[src/rtl/bus_mem_pkg.sv]
// rtl/bus_mem_pkg.sv - shared state type for the memory clear engine
package Bus_Mem_Pkg;

   typedef enum logic [1:0] {
      IDLE  = 2'd0,
      CLEAR = 2'd1,
      DONE  = 2'd2
   } t_Clear_State;

endpackage

[src/rtl/ac_mem_clear.sv]
// rtl/ac_mem_clear.sv - walks a RAM write port writing CLEAR_VALUE on a start edge,
// passing the user write channel through to the RAM while idle
module ac_mem_clear
   import Bus_Mem_Pkg::*;
#(
   parameter int                    ADDR_WIDTH  = 8,
   parameter int                    DATA_WIDTH  = 16,
   parameter int                    LAST_ADDR   = 2**ADDR_WIDTH-1,
   parameter logic [DATA_WIDTH-1:0] CLEAR_VALUE = '0
)(
   input  logic                  i_Bus_Clk,
   input  logic                  i_Bus_Rst,
   input  logic                  i_AC_Start,
   output logic                  o_AC_Done,
   output logic                  o_Busy,
   input  logic                  i_User_Wr_DV,
   input  logic [ADDR_WIDTH-1:0] i_User_Wr_Addr,
   input  logic [DATA_WIDTH-1:0] i_User_Wr_Data,
   output logic                  o_User_Wr_Ready,
   output logic                  o_Mem_Wr_En,
   output logic [ADDR_WIDTH-1:0] o_Mem_Wr_Addr,
   output logic [DATA_WIDTH-1:0] o_Mem_Wr_Data,
   input  logic                  i_Mem_Wr_Ready
);

   localparam logic [ADDR_WIDTH-1:0] LP_LAST = ADDR_WIDTH'(LAST_ADDR);

   t_Clear_State          r_State;
   t_Clear_State          w_Next_State;
   logic [ADDR_WIDTH-1:0] r_Count;
   logic                  r_Start_Q;
   logic                  w_Start_Edge;
   logic                  w_At_Last;
   logic                  w_Advance;

   assign w_Start_Edge = i_AC_Start & ~r_Start_Q;
   assign w_At_Last    = (r_Count == LP_LAST);
   // Compare happens before increment, so the counter never wraps past LAST_ADDR.
   assign w_Advance    = (r_State == CLEAR) & i_AC_Start & i_Mem_Wr_Ready & ~w_At_Last;
   assign o_Busy       = (r_State != IDLE);

   // r_Start_Q resets high so a start level already present at reset release is ignored.
   always_ff @(posedge i_Bus_Clk or posedge i_Bus_Rst) begin
      if (i_Bus_Rst) begin
         r_State   <= IDLE;
         r_Count   <= '0;
         r_Start_Q <= 1'b1;
      end else begin
         r_State   <= w_Next_State;
         r_Start_Q <= i_AC_Start;
         if ((r_State == IDLE) && w_Start_Edge) begin
            r_Count <= '0;
         end else if (w_Advance) begin
            r_Count <= r_Count + ADDR_WIDTH'(1);
         end
      end
   end

   always_comb begin
      w_Next_State    = r_State;
      o_Mem_Wr_En     = i_User_Wr_DV;
      o_Mem_Wr_Addr   = i_User_Wr_Addr;
      o_Mem_Wr_Data   = i_User_Wr_Data;
      o_User_Wr_Ready = i_Mem_Wr_Ready;
      o_AC_Done       = 1'b0;
      case (r_State)
         IDLE: begin
            if (w_Start_Edge) begin
               w_Next_State = CLEAR;
            end
         end
         CLEAR: begin
            o_Mem_Wr_En     = 1'b1;
            o_Mem_Wr_Addr   = r_Count;
            o_Mem_Wr_Data   = CLEAR_VALUE;
            o_User_Wr_Ready = 1'b0;
            // A dropped start wins over completing the last address.
            if (!i_AC_Start) begin
               w_Next_State = IDLE;
            end else if (i_Mem_Wr_Ready && w_At_Last) begin
               w_Next_State = DONE;
            end
         end
         DONE: begin
            o_Mem_Wr_En     = 1'b0;
            o_User_Wr_Ready = 1'b0;
            o_AC_Done       = 1'b1;
            w_Next_State    = IDLE;
         end
         default: begin
            w_Next_State = IDLE;
         end
      endcase
   end

endmodule

[config.mk]
export PLATFORM = sky130hd
export DESIGN_NAME = ac_mem_clear
export DESIGN_NICKNAME = d
export VERILOG_FILES = /design/src/rtl/bus_mem_pkg.sv /design/src/rtl/ac_mem_clear.sv
export SDC_FILE = /design/constraint.sdc
export NUM_CORES = 1
export LEC_CHECK = 0
export BUFFER_PORTS_ARGS = -buffer_cell sky130_fd_sc_hd__clkbuf_2
export CAP_MARGIN = 20
export CELL_PAD_IN_SITES_DETAIL_PLACEMENT = 0
export CELL_PAD_IN_SITES_GLOBAL_PLACEMENT = 1
export CORE_ASPECT_RATIO = 0.9
export CORE_MARGIN = 2
export CORE_UTILIZATION = 25
export DETAILED_ROUTE_END_ITERATION = 7
export GPL_TIMING_DRIVEN = 0
export PLACE_DENSITY = 0.72
export SETUP_SLACK_MARGIN = 0.4
export SYNTH_ARGS = -nofsm -noshare
export SYNTH_HDL_FRONTEND = slang
export SYNTH_SLANG_ARGS = --single-unit
export TNS_END_PERCENT = 1
[constraint.sdc]
create_clock -name i_Bus_Clk -period 1.85 [get_ports i_Bus_Clk]
set_input_delay 0.555 -clock i_Bus_Clk [delete_from_list [all_inputs] [get_ports i_Bus_Clk]]
set_output_delay 0.555 -clock i_Bus_Clk [all_outputs]
set_load 0.02 [all_outputs]
Word level (Yosys, flattened, before mapping)
Cells that the tools add are included.

word-level totals
  flip-flop bits (word level) = 11
  bits of input ports = 29
  output and inout port bits = 28
  word-level logic and storage cells = 33

operators by class
  add/subtract/negate cells = 1
  eq/ne operators = 5
  muxes and demuxes = 11
  bitwise operators = 6
  reductions and logical operators = 7

operators with widths
  operator             count
  $mux 8               3
  $mux 16              1
  $add 8x1->8 const B  1
  $eq 8x8->1 const B   1
  $mux 2               3
  $and 1x1->1          4
  $pmux 2 s2           1
  $reduce_bool 2->1    2
  $ne 3x2->1 const B   1
  $eq 2x1->1 const B   1
  $eq 2x2->1 const B   1
  $logic_and 1x1->1    2
  $logic_not 2->1      1
  $mux 1               2
  $ne 2x2->1 const B   1
  $not 1->1            2
  $pmux 1 s2           1
  $reduce_and 2->1     1
  $reduce_or 2->1      1

Longest topological paths before layout
  word-level depth = 6
  gate-level depth with buffers = 7
  mapped depth without buffers = 6

Worst setup path before layout
No wires, ideal clock.

  path kind = reg-to-output
  from = register r_State[1]
  to = output o_Mem_Wr_Addr[5]
  arrival = 1344 ps
  required time = 1295 ps
  slack = -49 ps
  cell stages (with the launch flop) = 6
  path buffers = 2
  path through = dfrtp_1 -> inv_1 -> ha_1 -> buf_4 -> buf_2 -> mux2_2

between the ends
  longest elaborated chain between the ends = 2

RTL lines
  item                    line                RTL
  from (decl)             ac_mem_clear.sv:28  t_Clear_State r_State;
  from (signal assigned)  ac_mem_clear.sv:49  r_State <= w_Next_State;
  $eq 2x1->1              ac_mem_clear.sv:66  case (r_State)
  $mux 8                  ac_mem_clear.sv:66
  to (decl)               ac_mem_clear.sv:21  output logic [ADDR_WIDTH-1:0] o_Mem_Wr_Addr,

Every way passes these cells.

Worst setup path in the final report
  from = register r_State[1]
  to = output o_Mem_Wr_Addr[6]

Same word-level chain as after synthesis.

==> flow_summary.toml <==
[routing]
postRouteAntennaNets = 0
num_vias = 990
dr.first_iter.drc_count = 21
wirelength_um = 2909
via_per_inst = 4.714
firstDrtPassIters = 4
post_drt_wl_per_cell_um = 13.85
drc = 0

[flow_run]
drv_cap = 0

[pwr]
total_power_mw = 2.064
p_leak_nw = 0.8156
power.density_nw_per_um2 = 1210
ir_worst_vdd_uv = 587.3

[placement]
place_ws_ns = -0.08757
dpl_cell_area_um2 = 1296
dp_hpwl_um = 1927
dp_cells = 197
routabilityCongestion = 0.7132
io_buffers = 56

[synthesis]
yosysSeqAreaShare_pct = 30.91
async_flop_share_pct = 100.0
synth_top_flop_cell = "dfrtp_1"
synthAdderAreaFrac_pct = 5.594
yosysTopAreaCell = "dfrtp_1"
synth_top_family_by_area = "simple AND/OR/NAND/NOR gates"
synth_seq_cells = 11
ys_warn_count = 0
synth-simple-area-share_pct = 28.95
syn-cell-area_um2 = 894.6
yosys.area.top_type_share_pct = 27.97
synth_compound_gate_area_share_pct = 12.73
synth_edf_count = 0
synth_xor_area_share_pct = 1.958
syn_avg_cell_area_um2 = 9.223
synth_area_leaders = "dfrtp_1 (28%), mux2_2 (13%), nor2b_1 (13%)"
syn-instance-count = 97
muxShareOfSynthArea_pct = 13.71
syn_nets = 130
ys_types = 34

[sta]
hold-worst-slack_ns = 0.2968
min_period_over_period_pct = 114.6
fmax_ghz = 0.4717
finClkSkew_ns = 0.002207
post-route-min-period_ns = 2.120
setup_violations = 26
fin_ws_ns = -0.2700
rsz0062_at_grt = "true"
worst_slew_pin_slew_ns = 0.4542
slew_headroom_pct = 69.68
finalSetupTns_ns = -5.375
drv_slew = 0
hold_viol = 0

[floorplan]
initial_core_util_pct = 26.29
die_h_um = 60.75
die-width_um = 67.06
core_area_um2 = 3403
io_pins = 57
num_rows = 20
dieArea_um2 = 4074

[clocking]
clk_pin_slew_ns = 0.05
cts-htree-levels = 1
cts_tree = "done"
cts_made_buffers = 3
cts-root-buf = "clkbuf_8"
cts_sinks = 11
clk_path_buf_depth = 2
clkLatencyLatePin_ns = 0.24

[grt]
grtUsageTotal_pct = 13.64
grt_pass1_vias = 947
antenna_found_initial = 0
grt_max_degree = 12
grt_pass1_wl_um = 4091
overflow = 0

[final_layout]
drive_gt1_share_pct = 66.87
diodes = 0
final_area_um2 = 1707
layout.nets = 200
fin_util_pct = 50.15
final_cells = 210
area_growth_pct = 90.77

[critical_path]
max_stage_delay_ns = 0.38
critPathCaptureType = "output port"
arrival_ns = 1.56
path_class = "flip-flop to output port"
path_cells = "inv_2, ha_4, buf_12, buf_8, mux2_4, buf_8"
cp_data_required_time_ns = 1.29
crit_path_frequent_cell = "buf_8"
path_max_fanout = 5
crit_path_start_kind = "flip-flop"
crit_slowest_cell = "dfrtp_1"

[run_status]
status = "complete, but fails checks"
violations = "negative setup slack"

[min_path]
worstHoldPathType = "primary input to async pin"
state kept, by name, indices dropped and copies added (netlist names):
register / count
r_State: 2
r_Start_Q: 1
r_Count: 8
final timing paths:
kind,start,to,slack [ns],cells after the start
max,r_State[1],o_Mem_Wr_Addr[6],-0.27,6
min,i_Bus_Rst,r_Count[2],0.30,2
max reg2reg,r_State[1],r_Count[1],0.14,8
min reg2reg,r_State[0],r_State[0],0.60,2
max in group asynchronous,i_Bus_Rst,r_Start_Q,1.22,2
min in group i_Bus_Clk,i_AC_Start,r_Start_Q,0.46,1
per-layer routing:
metal	global-route usage [%]	routed length, um	vias to the layer above
li1	-	-	476
met1	15.77	1160	464
met2	23.90	1515	43
met3	1.855	174	7
met4	8.746	59	0
met5	0	0	-
worst max-delay path: cells and delay by family, from the launching register on:
| family | cells | cell delay, ns |
|---|---|---|
| buffers and inverters | 4 | 0.45 |
| adder cells (fa/ha/maj) | 1 | 0.18 |
| multiplexers | 1 | 0.30 |
| flip-flops | 1 | 0.38 |
cell usage in the layout (no fill, tap or decap), types with 2 or more instances in the layout:
cell type	n
a211oi_2	2
and4_1	2
buf_2	6
buf_4	9
buf_6	6
buf_8	10
clkbuf_16	2
clkbuf_2	30
clkbuf_4	2
clkbuf_8	7
dfrtp_1	10
ha_4	2
inv_1	5
mux2_2	7
mux2_4	3
nand2_1	7
nand3_1	3
nor2_1	6
nor2_4	3
nor2b_1	6
nor2b_2	4
nor2b_4	8
xnor2_1	2
synth_stat cells, types with 2 or more instances:
master	instances
buf_2	2
ha_1	4
inv_1	6
xnor2_1	2
dfrtp_1	10
nor3_1	2
nand3_1	3
mux2_2	10
and4_1	2
nor2_1	8
nor2b_1	18
nand2_1	7
a211oi_1	2
cell families after synthesis:
| family | after synthesis |
|---|---|
| AO/OA/AOI/OAI | 12 |
| adder cells (fa/ha/maj) | 4 |
| XOR/XNOR | 2 |
| buffers and inverters | 11 |
| flip-flops | 11 |
| AND/OR/NAND/NOR | 46 |
| multiplexers | 11 |
layout make-up:
type                            instances  area, um^2
Sequential cell                        11       276.5
Fill cell                             311        1697
Buffer                                  5       76.32
Timing Repair Buffer                   65       529.3
Clock buffer                            4       45.04
Inverter                                6       22.52
Tap cell                               44       55.05
Multi-Input combinational cell         75       701.9
what timing repair did:
item | in CTS | in global routing
resized for setup | 43 | 43
endpoints found under the hold margin | 0 | 0
hold buffers | 0 | 0
pin swaps | 2 | 3
gates cloned | 0 | 1
setup buffers | 5 | 3
setup endpoints to repair | 38 | 37
report_power, final:
| group | total, mW | leakage [nW] | switching [mW] | internal, mW |
|---|---|---|---|---|
| sequential | 0.316 | 0.147 | 0.0412 | 0.275 |
| combinational | 1.50 | 0.645 | 0.693 | 0.804 |
| clock | 0.251 | 0.0228 | 0.0991 | 0.152 |
Power figures use the tool's default switching activity.
